**src/rtl/pwm_multi.sv**
```systemverilog
// Multi-channel PWM generator with a shared prescaler and period counter.
// Edge- or center-aligned; duty and mode changes take effect at period boundaries.
module pwm_multi #(
  parameter int R          = 8,
  parameter int CH         = 4,
  parameter int TIMER_BITS = 15
) (
  input  logic                  clk,
  input  logic                  reset_n,
  input  logic                  enable,
  input  logic [TIMER_BITS-1:0] FINAL_VALUE,
  input  logic [CH*(R+1)-1:0]   duty,
  input  logic [CH-1:0]         polarity,
  input  logic                  center_mode,
  input  logic                  load,
  output logic [CH-1:0]         pwm_out,
  output logic                  period_done
);

  localparam int DW = R + 1;
  localparam logic [R-1:0] MAX = '1;
  localparam logic [R-1:0] Q_ONE = R'(1);
  localparam logic [TIMER_BITS-1:0] P_ONE = TIMER_BITS'(1);

  typedef enum logic {UP, DOWN} state_t;

  logic [TIMER_BITS-1:0] r_presc;
  logic [R-1:0]          r_q;
  state_t                r_state;
  logic [CH*DW-1:0]      r_pend_duty;
  logic [CH*DW-1:0]      r_act_duty;
  logic                  r_pend_mode;
  logic                  r_act_mode;

  logic                  w_tick;
  logic                  w_edge_bnd;
  logic                  w_ctr_bnd;
  logic                  w_boundary;
  logic                  w_mode_chg;
  logic [CH-1:0]         w_cmp;

  assign w_tick = enable && (r_presc == FINAL_VALUE);

  assign w_edge_bnd = !r_act_mode && (r_q == MAX);
  assign w_ctr_bnd  = r_act_mode && (r_state == DOWN)
                   && (r_q == '0);

  assign w_boundary  = w_tick && (w_edge_bnd || w_ctr_bnd);
  assign w_mode_chg  = r_pend_mode != r_act_mode;
  assign period_done = w_boundary;

  // A count above a freshly lowered FINAL_VALUE runs on through wrap.
  always_ff @(posedge clk or negedge reset_n) begin
    if (!reset_n) begin
      r_presc <= '0;
    end else if (!enable || w_tick) begin
      r_presc <= '0;
    end else begin
      r_presc <= r_presc + P_ONE;
    end
  end

  always_ff @(posedge clk or negedge reset_n) begin
    if (!reset_n) begin
      r_q     <= '0;
      r_state <= UP;
    end else if (!enable) begin
      r_q     <= '0;
      r_state <= UP;
    end else if (w_tick) begin
      if (w_boundary && w_mode_chg) begin
        r_q     <= '0;
        r_state <= UP;
      end else if (!r_act_mode) begin
        r_q     <= r_q + Q_ONE;
        r_state <= UP;
      end else begin
        unique case (r_state)
          UP: begin
            if (r_q == MAX) begin
              r_q     <= MAX - Q_ONE;
              r_state <= DOWN;
            end else begin
              r_q <= r_q + Q_ONE;
            end
          end
          DOWN: begin
            if (r_q == '0) begin
              r_q     <= Q_ONE;
              r_state <= UP;
            end else begin
              r_q <= r_q - Q_ONE;
            end
          end
        endcase
      end
    end
  end

  // Old pending values move to active, so a load on the boundary waits a period.
  always_ff @(posedge clk or negedge reset_n) begin
    if (!reset_n) begin
      r_pend_duty <= '0;
      r_pend_mode <= 1'b0;
      r_act_duty  <= '0;
      r_act_mode  <= 1'b0;
    end else begin
      if (load) begin
        r_pend_duty <= duty;
        r_pend_mode <= center_mode;
      end
      if (!enable || w_boundary) begin
        r_act_duty <= r_pend_duty;
        r_act_mode <= r_pend_mode;
      end
    end
  end

  always_comb begin
    w_cmp = '0;
    for (int k = 0; k < CH; k++) begin
      w_cmp[k] = {1'b0, r_q} < r_act_duty[k*DW +: DW];
    end
  end

  always_ff @(posedge clk or negedge reset_n) begin
    if (!reset_n) begin
      pwm_out <= '0;
    end else if (!enable) begin
      pwm_out <= polarity;
    end else if (w_tick) begin
      pwm_out <= w_cmp ^ polarity;
    end
  end

endmodule

```
**config.mk**
```make
export PLATFORM = sky130hd
export DESIGN_NAME = pwm_multi
export DESIGN_NICKNAME = d
export VERILOG_FILES = /design/src/rtl/pwm_multi.sv
export SDC_FILE = /design/constraint.sdc
export NUM_CORES = 1
export LEC_CHECK = 0
export BUFFER_PORTS_ARGS = -buffer_cell sky130_fd_sc_hd__buf_4
export CAP_MARGIN = 0
export CORE_ASPECT_RATIO = 0.75
export CORE_MARGIN = 5
export CORE_UTILIZATION = 53
export CTS_CLUSTER_SIZE = 12
export DETAILED_ROUTE_END_ITERATION = 10
export PLACE_DENSITY_LB_ADDON = 0.1
export SLEW_MARGIN = 15
export SYNTH_ARGS = -nofsm -noshare
export SYNTH_HDL_FRONTEND = slang
export SYNTH_SLANG_ARGS = --single-unit
```
**constraint.sdc**
```tcl
create_clock -name clk -period 2.1 [get_ports clk]
set_clock_uncertainty 0.1 [all_clocks]
set_input_delay 0.42 -clock clk [delete_from_list [all_inputs] [get_ports clk]]
set_output_delay 0.42 -clock clk [all_outputs]
set_load 0.01 [all_outputs]
```
==> insert_results.sql, run 1 <==
INSERT INTO impl_metrics (metric_group, metric, value, unit) VALUES
('run_status', 'outcome', 'finished, violations left', ''),
('run_status', 'failed_checks', 'setup timing', ''),
('clocking', 'clk_latency', '0.35', 'ns'),
('synthesis', 'sequential_to_total_area_share_from_yosys_stat', '0.4671', ''),
('critical_path', 'arrival', '1.83', 'ns'),
('finish', 'share_of_final_layout_standard_cells_stronger_than_drive_strength_1', '0.4785', ''),
('synthesis', 'number_of_storage_elements_in_the_synthesis_netlist', '102', ''),
('global_route', 'groute.layer.met1.usage', '0.2799', ''),
('finish', 'num_antenna_cells', '0', ''),
('synthesis', 'yosys_warnings', '0', ''),
('floorplanning', 'design.portCount', '65', ''),
('floorplanning', 'core_area', '10170', 'um2'),
('global_route', 'groute.usage.overall', '0.2060', ''),
('critical_path', 'criticalPathCategory', 'reg -> out', ''),
('routing', 'post_drt_via_cell_ratio', '5.462', ''),
('synthesis', 'synth-edff-count', '0', ''),
('global_route', 'use_met3', '0.04757', ''),
('clocking', 'tritoncts.num_buffers', '9', ''),
('global_route', 'grt_antenna_before_repair', '0', ''),
('finish', 'syn_to_final_growth', '36.50', '%'),
('floorplanning', 'die_area', '12460', 'um2'),
('floorplanning', 'core.rowCount', '32', ''),
('critical_path', 'cp_max_fo', '2', ''),
('critical_path', 'source_of_the_worst_register_to_register_timing_path', 'r_q[1]', ''),
('pwr', 'static-leakage-power', '3.499', 'nW'),
('pwr', 'ir_drop', '0.4376', 'mV'),
('pwr', 'powerDensity', '622.7', 'nW/um2'),
('synthesis', 'postSynth.topFlopCell', 'sky130_fd_sc_hd__dfrtp_1', ''),
('finish', 'finish.cell_count_without_fillers', '740', ''),
('place', 'place.detailed.instances', '703', ''),
('routing', 'drtAntennaViolNets', '0', ''),
('timing', 'setup-violations-final', '43', ''),
('critical_path', 'timing.critical_path.from_type', 'flip-flop', ''),
('routing', 'initial_drc_count', '250', ''),
('place', 'place_hpwl', '8918', 'um'),
('min_path', 'holdCritStartpoint', 'center_mode', ''),
('timing', 'timing.fmax', '424.9', 'MHz'),
('clocking', 'clock-root-buffer', 'sky130_fd_sc_hd__clkbuf_16', ''),
('routing', 'drc_errors', '0', ''),
('timing', 'rsz0062_at_grt', 'yes', ''),
('routing', 'routed_wire_length_per_instance', '17.45', 'um'),
('synthesis', 'syn_area_per_cell', '11.80', 'um2'),
('critical_path', 'r2r_slack', '-0.21', 'ns'),
('clocking', 'clkSinkCount', '102', ''),
('critical_path', 'max_stage_delay', '0.41', 'ns'),
('synthesis', 'synthesis.area', '5464', 'um2'),
('timing', 'period_minus_ws_final', '2.353', 'ns'),
('timing', 'finalHoldViolations', '0', ''),
('synthesis', 'mappedNetlistNets', '555', ''),
('clocking', 'clock_path_buffers', '2', ''),
('synthesis', 'postSynthCellCount', '463', ''),
('critical_path', 'r2r.worst_path.cells', '9', ''),
('timing', 'whs', '0.1825', 'ns'),
('synthesis', 'post_synth_arst_share', '1.000', ''),
('routing', 'wirelength', '12910', 'um'),
('min_path', 'hold_end', 'r_pend_mode', ''),
('timing', 'min_period_over_period', '1.121', ''),
('global_route', 'overflow', '0', ''),
('timing', 'final-max-slew-violation-count', '0', ''),
('place', 'gp_routability_congestion', '0.8864', ''),
('routing', 'detailedRoute.firstPassIterationCount', '4', ''),
('clocking', 'cts_max_level', '3', ''),
('critical_path', 'crit_required', '1.58', 'ns'),
('timing', 'worst_slack', '-0.2535', 'ns'),
('critical_path', 'worstPathCellList', 'ha_4, and4_4, nand4_1, o21a_1, buf_4, nor2_4, buf_6', ''),
('timing', 'tightest_slew', '0.4721', 'ns'),
('timing', 'slew-limit-headroom', '0.6852', ''),
('synthesis', 'synthDistinctLibCells', '54', ''),
('min_path', 'timing.hold.worst_path_depth', '3', ''),
('finish', 'nets', '691', ''),
('routing', 'via_count', '4042', '');
## worst max-delay path: cells and delay by family (launching register included)
family,cells,cell delay (ns)
simple gates,3,0.43
fa+ha+maj,1,0.15
buf+inv,2,0.25
compound gates,1,0.23
flops,1,0.41
## how the worst max path moves through the flow
stage	depth (start not counted)	slack, ns	to	start
final	7	-0.25	period_done	r_q[1]
after global routing	7	-0.32	period_done	r_q[1]
after CTS	7	-0.30	period_done	r_presc[2]
after detailed placement	8	-0.22	period_done	FINAL_VALUE[2]
after global placement	7	-0.17	r_q[2]	r_q[1]
after floorplan	7	-0.20	r_act_duty[0]	r_q[5]
## what timing repair did
| item | CTS | global route |
|---|---|---|
| setup buffers | 7 | 10 |
| pin swaps | 29 | 24 |
| hold endpoints to repair | 21 | 0 |
| hold buffers | 1 | 0 |
| resized for setup | 45 | 39 |
| gates cloned | 0 | 5 |
| setup endpoints to repair | 49 | 65 |
## registers in the layout, summed over array words and instances (netlist names)
signal       cells
r_act_mode       1
pwm_out          4
r_q              8
r_state          1
r_pend_duty     36
r_act_duty      36
r_pend_mode      1
r_presc         15
## final cells by class
| cell class | count | area (um2) |
|---|---|---|
| clock buffer | 9 | 225.2 |
| clock inverter | 7 | 62.56 |
| fill | 715 | 2711 |
| inverter | 35 | 131.4 |
| multi-input combinational | 308 | 3020 |
| sequential | 102 | 2559 |
| tap | 136 | 170.2 |
| timing repair buffer | 143 | 1290 |
## cell usage in the layout (no fill, tap or decap), types with 3 or more instances in the layout
cell type                   instances
sky130_fd_sc_hd__buf_4            120
sky130_fd_sc_hd__dfrtp_1           97
sky130_fd_sc_hd__mux2_2            41
sky130_fd_sc_hd__inv_1             33
sky130_fd_sc_hd__mux2_4            32
sky130_fd_sc_hd__nor2_1            26
sky130_fd_sc_hd__ha_1              24
sky130_fd_sc_hd__nand2_1           22
sky130_fd_sc_hd__xnor2_1           19
sky130_fd_sc_hd__clkbuf_16         13
sky130_fd_sc_hd__xor2_1            11
sky130_fd_sc_hd__nand4_1            8
sky130_fd_sc_hd__nand3_1            8
sky130_fd_sc_hd__o21a_1             7
sky130_fd_sc_hd__ha_4               7
sky130_fd_sc_hd__buf_6              7
sky130_fd_sc_hd__buf_12             7
sky130_fd_sc_hd__and3_1             6
sky130_fd_sc_hd__nor3_1             6
sky130_fd_sc_hd__nor4_2             5
sky130_fd_sc_hd__o22ai_1            5
sky130_fd_sc_hd__o21ai_0            5
sky130_fd_sc_hd__dfrtp_2            5
sky130_fd_sc_hd__a21oi_2            4
sky130_fd_sc_hd__a221o_1            4
sky130_fd_sc_hd__a21o_1             4
sky130_fd_sc_hd__inv_6              4
sky130_fd_sc_hd__buf_8              4
sky130_fd_sc_hd__a21boi_0           3
sky130_fd_sc_hd__o21ai_1            3
sky130_fd_sc_hd__a211oi_2           3
sky130_fd_sc_hd__a21oi_1            3
sky130_fd_sc_hd__a2111oi_4          3
## where the power goes
| part | internal (W) | leakage (nW) | switching, W |
|---|---|---|---|
| Clock | 0.000836 | 0.145 | 0.000791 |
| Sequential | 0.00215 | 1.24 | 0.000117 |
| Combinational | 0.000447 | 2.11 | 0.000300 |
| Total | 0.00344 | 3.50 | 0.00121 |
## cells in the mapped netlist, types with 5 or more instances
library cell / instances / area share
sky130_fd_sc_hd__a21oi_1: 7 / 0.0064
sky130_fd_sc_hd__and3_1: 7 / 0.0080
sky130_fd_sc_hd__clkbuf_1: 11 / 0.0076
sky130_fd_sc_hd__dfrtp_1: 102 / 0.47
sky130_fd_sc_hd__ha_1: 32 / 0.073
sky130_fd_sc_hd__inv_1: 35 / 0.024
sky130_fd_sc_hd__mux2_2: 43 / 0.089
sky130_fd_sc_hd__mux2_4: 30 / 0.082
sky130_fd_sc_hd__nand2_1: 23 / 0.016
sky130_fd_sc_hd__nand3_1: 10 / 0.0092
sky130_fd_sc_hd__nand4_1: 8 / 0.0092
sky130_fd_sc_hd__nor2_1: 28 / 0.019
sky130_fd_sc_hd__nor3_1: 7 / 0.0064
sky130_fd_sc_hd__nor4_1: 5 / 0.0057
sky130_fd_sc_hd__o21a_1: 7 / 0.0096
sky130_fd_sc_hd__o21ai_0: 8 / 0.0073
sky130_fd_sc_hd__o22ai_1: 6 / 0.0069
sky130_fd_sc_hd__xnor2_1: 20 / 0.032
sky130_fd_sc_hd__xor2_1: 11 / 0.018
## through the flow
stage | utilization | setup TNS, ns | cell area [um2] | worst slack [ns]
CTS | 0.6982 | -10.70 | 7101 | -0.3046
finish | 0.7334 | -7.604 | 7458 | -0.2535
global route | 0.7334 | -11.58 | 7458 | -0.3227
floorplan | - | -6.702 | 5474 | -0.2046
detailed placement | 0.6417 | -8.125 | 6526 | -0.2249
global placement | 0.6417 | -4.914 | 6526 | -0.1656
## kinds of logic (layout without fill, tap and decap cells)
family          Yosys count  after routing  share of synthesized area
flops                   102            102                     0.4671
mux                      74             74                     0.1729
xor+xnor                 31             31                    0.04969
buf+inv                  53            194                    0.04465
compound gates           65             65                    0.08817
simple gates            106            106                     0.1042
fa+ha+maj                32             32                    0.07328
## per-layer routing
metal | vias to the layer above | routed length [um]
met1 | 1977 | 5736
met2 | 116 | 6220
met5 | - | 0
li1 | 1931 | -
met4 | 0 | 154
met3 | 18 | 799
(Power assumes the default switching activity.)
==> run 2: changes to the inputs <==
--- a/config.mk
+++ b/config.mk
@@ -9,7 +9,7 @@
 export CAP_MARGIN = 0
 export CORE_ASPECT_RATIO = 0.75
 export CORE_MARGIN = 5
-export CORE_UTILIZATION = 53
+export CORE_UTILIZATION = 55
 export CTS_CLUSTER_SIZE = 12
 export DETAILED_ROUTE_END_ITERATION = 10
 export PLACE_DENSITY_LB_ADDON = 0.1
==> constraint.sdc (replaced) <==
create_clock -name clk -period 2.3 [get_ports clk]
set_clock_uncertainty 0.1 [all_clocks]
set_input_delay 0.46 -clock clk [delete_from_list [all_inputs] [get_ports clk]]
set_output_delay 0.46 -clock clk [all_outputs]
set_load 0.01 [all_outputs]
==> insert_results.sql, run 2 (synthesized netlist as in run 1, its figures left out) <==
INSERT INTO impl_metrics (metric_group, metric, value, unit) VALUES
('critical_path', 'crit_required', '1.74', 'ns'),
('critical_path', 'r2r_slack', '-0.02', 'ns'),
('critical_path', 'max_stage_delay', '0.40', 'ns'),
('finish', 'num_antenna_cells', '0', ''),
('routing', 'detailedRoute.firstPassIterationCount', '4', ''),
('critical_path', 'regToRegEndpoint', 'r_act_duty[32]', ''),
('timing', 'slew-limit-headroom', '0.5608', ''),
('routing', 'initial_drc_count', '173', ''),
('timing', 'final-max-slew-violation-count', '0', ''),
('critical_path', 'worst_setup_path_end_kind', 'output port', ''),
('critical_path', 'timing.critical_path.buf_inv', '2', ''),
('clocking', 'cts_max_level', '3', ''),
('floorplanning', 'design.portCount', '65', ''),
('routing', 'routed_wire_length_per_instance', '17.38', 'um'),
('finish', 'finish.cell_count_without_fillers', '706', ''),
('run_status', 'failed_checks', 'setup timing', ''),
('place', 'port_buffers', '64', ''),
('routing', 'drc_errors', '0', ''),
('timing', 'min_period_over_period', '1.035', ''),
('routing', 'drtAntennaViolNets', '0', ''),
('routing', 'via_count', '3861', ''),
('timing', 'setup-violations-final', '9', ''),
('finish', 'sequential_cell_area', '2559', 'um2'),
('floorplanning', 'dieWidth', '125.1', 'um'),
('place', 'gp_routability_congestion', '0.9309', ''),
('global_route', 'overflow', '0', ''),
('timing', 'timing.fmax', '419.9', 'MHz'),
('global_route', 'first_global_vias', '4009', ''),
('finish', 'largest_registers', 'r_act_duty (36), r_pend_duty (36), r_presc (15)', ''),
('critical_path', 'timing.critical_path.from_type', 'flip-flop', ''),
('timing', 'whs', '0.2400', 'ns'),
('finish', 'layout.cells.most_common_list', '100 x sky130_fd_sc_hd__buf_4, 97 x sky130_fd_sc_hd__dfrtp_1, 39 x sky130_fd_sc_hd__mux2_2, 34 x sky130_fd_sc_hd__inv_1, 34 x sky130_fd_sc_hd__mux2_4', ''),
('min_path', 'hold_end', 'r_pend_mode', ''),
('place', 'place.detailed.instances', '674', ''),
('timing', 'period_minus_ws_final', '2.382', 'ns'),
('pwr', 'ir_drop', '0.5821', 'mV'),
('global_route', 'groute.usage.overall', '0.2040', ''),
('min_path', 'holdCritStartpoint', 'center_mode', ''),
('floorplanning', 'floorplan.initialDensity', '0.5635', ''),
('floorplanning', 'die_height', '96.32', 'um'),
('clocking', 'tritoncts_clock_tree', 'done', ''),
('floorplanning', 'core_area', '9697', 'um2'),
('finish', 'final.fill_count', '694', ''),
('global_route', 'grt_antenna_before_repair', '0', ''),
('place', 'place_hpwl', '8344', 'um'),
('critical_path', 'worstPathCellList', 'ha_4, and4_4, nand4_1, o21a_1, buf_4, nor2_4, buf_6', ''),
('critical_path', 'source_of_the_worst_register_to_register_timing_path', 'r_q[1]', ''),
('finish', 'layout.cells.most_common', 'sky130_fd_sc_hd__buf_4', ''),
('clocking', 'clkSinkCount', '102', ''),
('critical_path', 'critical-path-slowest-cell', 'sky130_fd_sc_hd__dfrtp_2', ''),
('critical_path', 'criticalPathCategory', 'reg -> out', ''),
('critical_path', 'r2r.worst_path.cells', '9', ''),
('min_path', 'timing.hold.worst_path_depth', '3', ''),
('clocking', 'tritoncts.num_buffers', '9', ''),
('clocking', 'clock-root-buffer', 'sky130_fd_sc_hd__clkbuf_16', ''),
('global_route', 'grt_first_pass_wirelength', '19370', 'um'),
('finish', 'share_of_final_layout_standard_cells_stronger_than_drive_strength_1', '0.4059', ''),
('min_path', 'worst_hold_path_type', 'in -> reg', ''),
('finish', 'nets', '662', ''),
('clocking', 'clk_latency', '0.34', 'ns'),
('clocking', 'cts.reportedPaths.clkPinSlew', '0.07', 'ns'),
('routing', 'post_drt_via_cell_ratio', '5.469', ''),
('critical_path', 'cp_max_fo', '2', ''),
('finish', 'syn_to_final_growth', '27.43', '%'),
('finish', 'finish.utilization', '0.7181', ''),
('timing', 'finalHoldViolations', '0', ''),
('timing', 'worst_slack', '-0.08161', 'ns'),
('timing', 'rsz0062_at_grt', 'yes', ''),
('critical_path', 'timing.critical_path.max_delay_family', 'simple AND/OR/NAND/NOR gates', ''),
('global_route', 'maximum_number_of_pins_on_one_net_before_global_route_repair', '41', ''),
('pwr', 'static-leakage-power', '3.321', 'nW'),
('run', 'maxcap_viol_count', '0', ''),
('critical_path', 'arrival', '1.82', 'ns'),
('floorplanning', 'die_area', '12050', 'um2'),
('finish', 'multi_input_area', '2800', 'um2'),
('routing', 'wirelength', '12270', 'um'),
('floorplanning', 'core.rowCount', '31', ''),
('pwr', 'powerDensity', '596.7', 'nW/um2'),
('run_status', 'outcome', 'finished, violations left', ''),
('timing', 'tightest_slew', '0.6588', 'ns'),
('clocking', 'clock_path_buffers', '2', '');
-- run 2: layout make-up --
class                   instances  share of cell area
clock buffers                   9             0.03235
clock inverters                 6            0.008086
inverters                      35             0.01887
multi-input cells             308              0.4022
flip-flops and latches        102              0.3675
well taps                     132             0.02372
repair buffers                114              0.1473
-- run 2: worst reg2reg max path, cell delays in order, from the launching register on --
cell and delay (ns):
sky130_fd_sc_hd__dfrtp_2 0.40, sky130_fd_sc_hd__ha_4 0.15, sky130_fd_sc_hd__and4_4 0.23, sky130_fd_sc_hd__nand4_1 0.13, sky130_fd_sc_hd__o21a_1 0.23, sky130_fd_sc_hd__buf_4 0.14, sky130_fd_sc_hd__o21ai_4 0.15, sky130_fd_sc_hd__buf_12 0.17
sky130_fd_sc_hd__clkbuf_16 0.19, sky130_fd_sc_hd__mux2_4 0.30
-- run 2: routing by layer --
metal / vias to the layer above / GRT usage / routed length, um
met5: - / 0 / 0
met4: 0 / 0.06588 / 127
met3: 10 / 0.04881 / 665
met2: 84 / 0.3372 / 5775
met1: 1893 / 0.2694 / 5704
li1: 1874 / - / -
-- run 2: through the flow --
step	TNS (ns)	cell area, um2	total power [W]	setup slack (ns)
finish	-0.1947	6963	0.004155	-0.08161
detailed placement	-1.570	6284	0.002697	-0.09567
global route	-2.904	6963	0.004357	-0.1728
CTS	-0.1673	6730	0.004168	-0.08494
floorplan	-0.1380	5474	0.002461	-0.004601
global placement	-1.607	6284	0.002664	-0.08819
-- run 2: how the worst max path moves through the flow --
stage	from	endpoint	slack [ns]	cells after the start
after floorplan	r_q[5]	r_act_duty[0]	-0.005	7
after global placement	FINAL_VALUE[10]	period_done	-0.09	8
after detailed placement	FINAL_VALUE[14]	pwm_out[0]	-0.1	6
after CTS	r_q[0]	period_done	-0.08	7
after global routing	r_q[0]	period_done	-0.17	7
final	r_q[1]	period_done	-0.08	7
-- run 2: what timing repair did --
action	4_1_cts	5_1_grt
hold buffers	1	0
hold endpoints to repair	34	0
buffers inserted	9	3
endpoints found under the setup margin	35	49
gates cloned	1	4
pin swaps	4	8
resized for setup	17	21
-- run 2: power by group --
part           internal, W  total [W]  switching, W  leakage (nW)
clock             0.000750    0.00144      0.000686         0.136
combinational     0.000390   0.000647      0.000257          1.95
sequential         0.00197    0.00207      0.000106          1.24
==> run 3: changes to the inputs <==
--- a/config.mk
+++ b/config.mk
@@ -13,6 +13,7 @@
 export CTS_CLUSTER_SIZE = 12
 export DETAILED_ROUTE_END_ITERATION = 10
 export PLACE_DENSITY_LB_ADDON = 0.1
+export REMOVE_ABC_BUFFERS = 1
 export SLEW_MARGIN = 15
 export SYNTH_ARGS = -nofsm -noshare
 export SYNTH_HDL_FRONTEND = slang
==> insert_results.sql, run 3 (synthesized netlist as in run 1, its figures left out) <==
INSERT INTO impl_metrics (metric_group, metric, value, unit) VALUES
('finish', 'sequential_cell_area', '2557', 'um2'),
('global_route', 'first_global_vias', '3912', ''),
('routing', 'post_drt_via_cell_ratio', '5.508', ''),
('timing', 'slew-limit-headroom', '0.6136', ''),
('critical_path', 'criticalPathCategory', 'reg -> out', ''),
('finish', 'multi_input_area', '2799', 'um2'),
('finish', 'share_of_final_layout_standard_cells_stronger_than_drive_strength_1', '0.4010', ''),
('place', 'place.detailed.instances', '674', ''),
('pwr', 'post-layout-total-power', '0.004245', 'W'),
('clocking', 'cts_max_level', '3', ''),
('min_path', 'timing.hold.worst_path_depth', '3', ''),
('critical_path', 'timing.critical_path.from_type', 'flip-flop', ''),
('min_path', 'holdCritStartpoint', 'center_mode', ''),
('timing', 'period_minus_ws_final', '2.385', 'ns'),
('finish', 'nets', '663', ''),
('critical_path', 'regToRegEndpoint', 'r_act_duty[35]', ''),
('run', 'maxcap_viol_count', '0', ''),
('global_route', 'overflow', '0', ''),
('clocking', 'cts.reportedPaths.clkPinSlew', '0.07', 'ns'),
('pwr', 'combinationalPowerShare', '0.153', ''),
('critical_path', 'crit_required', '1.74', 'ns'),
('pwr', 'pwr-share-seq', '0.489', ''),
('finish', 'final.fill_count', '713', ''),
('critical_path', 'cp_max_fo', '2', ''),
('finish', 'finish.cell_count_without_fillers', '708', ''),
('critical_path', 'arrival', '1.83', 'ns'),
('critical_path', 'timing.critical_path.buf_inv', '1', ''),
('timing', 'tightest_slew', '0.5797', 'ns'),
('routing', 'initial_drc_count', '225', ''),
('global_route', 'groute.usage.overall', '0.2144', ''),
('floorplanning', 'dieWidth', '125.1', 'um'),
('pwr', 'powerDensity', '611.0', 'nW/um2'),
('place', 'area_of_placed_instances', '6270', 'um2'),
('pwr', 'power_switching', '0.001070', 'W'),
('global_route', 'grt_first_pass_wirelength', '20230', 'um'),
('routing', 'met3RoutedLength', '640', 'um'),
('floorplanning', 'core.rowCount', '31', ''),
('routing', 'drtAntennaViolNets', '0', ''),
('floorplanning', 'die_area', '12050', 'um2'),
('finish', 'largest_registers', 'r_act_duty (36), r_pend_duty (36), r_presc (15)', ''),
('clocking', 'clock_path_buffers', '2', ''),
('place', 'place_hpwl', '8539', 'um'),
('global_route', 'maximum_number_of_pins_on_one_net_before_global_route_repair', '46', ''),
('critical_path', 'critical-path-slowest-cell', 'sky130_fd_sc_hd__dfrtp_1', ''),
('timing', 'min_period_over_period', '1.037', ''),
('clocking', 'clock-root-buffer', 'sky130_fd_sc_hd__clkbuf_16', ''),
('finish', 'post_route_design_area', '6947', 'um2'),
('routing', 'via_count', '3900', ''),
('run_status', 'outcome', 'finished, violations left', ''),
('clocking', 'tritoncts_clock_tree', 'done', ''),
('floorplanning', 'die_height', '96.32', 'um'),
('routing', 'drc_errors', '0', ''),
('routing', 'routed_met1_length', '5859', 'um'),
('clocking', 'tritoncts.num_buffers', '9', ''),
('place', 'gp_routability_congestion', '0.9219', ''),
('place', 'port_buffers', '64', ''),
('global_route', 'grt_antenna_before_repair', '0', ''),
('critical_path', 'worstPathCellList', 'ha_2, and4_4, nand4_1, o21a_1, nor2_2, buf_4', ''),
('timing', 'timing.fmax', '419.3', 'MHz'),
('run_status', 'failed_checks', 'setup timing', ''),
('critical_path', 'max_stage_delay', '0.40', 'ns'),
('pwr', 'power_report.internal_total', '0.003175', 'W'),
('pwr', 'switching_share', '0.2521', ''),
('floorplanning', 'design.portCount', '65', ''),
('timing', 'worst_slack', '-0.08501', 'ns'),
('timing', 'finalHoldViolations', '0', ''),
('routing', 'met2_wirelength', '5784', 'um'),
('timing', 'rsz0062_at_grt', 'yes', ''),
('routing', 'routed_wire_length_per_instance', '17.60', 'um'),
('routing', 'detailedRoute.firstPassIterationCount', '4', ''),
('timing', 'final-max-slew-violation-count', '0', ''),
('finish', 'syn_to_final_growth', '27.14', '%'),
('routing', 'highest-signal-layer', 'met4', ''),
('critical_path', 'worst_setup_path_end_kind', 'output port', ''),
('critical_path', 'source_of_the_worst_register_to_register_timing_path', 'r_q[0]', ''),
('critical_path', 'cp.depth', '6', ''),
('pwr', 'power_frac_clock', '0.358', ''),
('floorplanning', 'floorplan.initialDensity', '0.5635', ''),
('floorplanning', 'core_area', '9697', 'um2'),
('pwr', 'static-leakage-power', '3.348', 'nW'),
('min_path', 'hold_end', 'r_pend_mode', ''),
('critical_path', 'timing.critical_path.max_delay_family', 'simple AND/OR/NAND/NOR gates', ''),
('clocking', 'clkSinkCount', '102', ''),
('clocking', 'clk_latency', '0.35', 'ns'),
('place', 'pre_cts_ws', '-0.06611', 'ns'),
('critical_path', 'r2r_slack', '-0.07', 'ns'),
('routing', 'wirelength', '12460', 'um'),
('min_path', 'worst_hold_path_type', 'in -> reg', ''),
('timing', 'setup-violations-final', '36', ''),
('finish', 'layout.cells.most_common_list', '100 x sky130_fd_sc_hd__buf_4, 98 x sky130_fd_sc_hd__dfrtp_1, 37 x sky130_fd_sc_hd__mux2_4, 36 x sky130_fd_sc_hd__mux2_2, 35 x sky130_fd_sc_hd__inv_1', ''),
('pwr', 'ir_drop', '0.4745', 'mV'),
('critical_path', 'r2r.worst_path.cells', '9', ''),
('finish', 'num_antenna_cells', '0', ''),
('finish', 'layout.cells.most_common', 'sky130_fd_sc_hd__buf_4', '');
run 3: how the worst max path moves through the flow:
stage | from | end | slack [ns]
floorplan | r_q[1] | r_act_duty[10] | -0.58
global placement | FINAL_VALUE[4] | r_act_duty[12] | -0.01
detailed placement | FINAL_VALUE[1] | r_act_duty[10] | -0.07
CTS | r_q[0] | period_done | -0.09
global route | r_q[0] | period_done | -0.14
finish | r_q[0] | period_done | -0.09
run 3: area by class of cell:
type | count | share of cell area
sequential | 102 | 0.3682
multi-input combinational | 308 | 0.4029
timing repair buffer | 115 | 0.1432
inverter | 35 | 0.01891
tap | 132 | 0.02378
clock buffer | 11 | 0.03638
clock inverter | 5 | 0.006664
run 3: through the flow:
stage	hold slack, ns	util	setup TNS (ns)
6_report	0.2255	0.7164	-1.781
5_1_grt	0.2258	0.7164	-4.221
4_1_cts	0.2180	0.7010	-2.204
3_5_place_dp	0.3665	0.6466	-0.9024
3_3_place_gp	0.3649	0.6466	-0.08580
2_1_floorplan	0.06441	-	-19.44
run 3: timing repair:
item | CTS | global route
gates cloned | 4 | 0
hold buffers | 1 | 0
hold endpoints to repair | 4 | 0
setup buffers | 8 | 6
endpoints found under the setup margin | 17 | 48
gates resized for setup | 18 | 28
pin swaps | 6 | 9
run 3: power groups by stage:
stage	combinational, W	sequential [W]	clock (W)
2_1_floorplan	0.000367	0.00207	0
5_1_grt	0.000720	0.00210	0.00163
3_3_place_gp	0.000564	0.00210	0
4_1_cts	0.000643	0.00207	0.00155
3_5_place_dp	0.000592	0.00210	0
6_report	0.000649	0.00208	0.00152
run 3: routing by layer:
layer / vias up / GRT usage
met5: - / 0
met4: 0 / 0.05686
met3: 13 / 0.04603
met2: 98 / 0.3444
met1: 1909 / 0.2990
li1: 1880 / -
run 3: worst register-to-register path, delay by kind of cell (launching register included):
kind                     cells  cell delay (ns)
buffers and inverters        3             0.45
AO/OA/AOI/OAI                2             0.44
flip-flops                   1             0.40
AND/OR/NAND/NOR              2             0.38
multiplexers                 1             0.31
adder cells (fa/ha/maj)      1             0.20
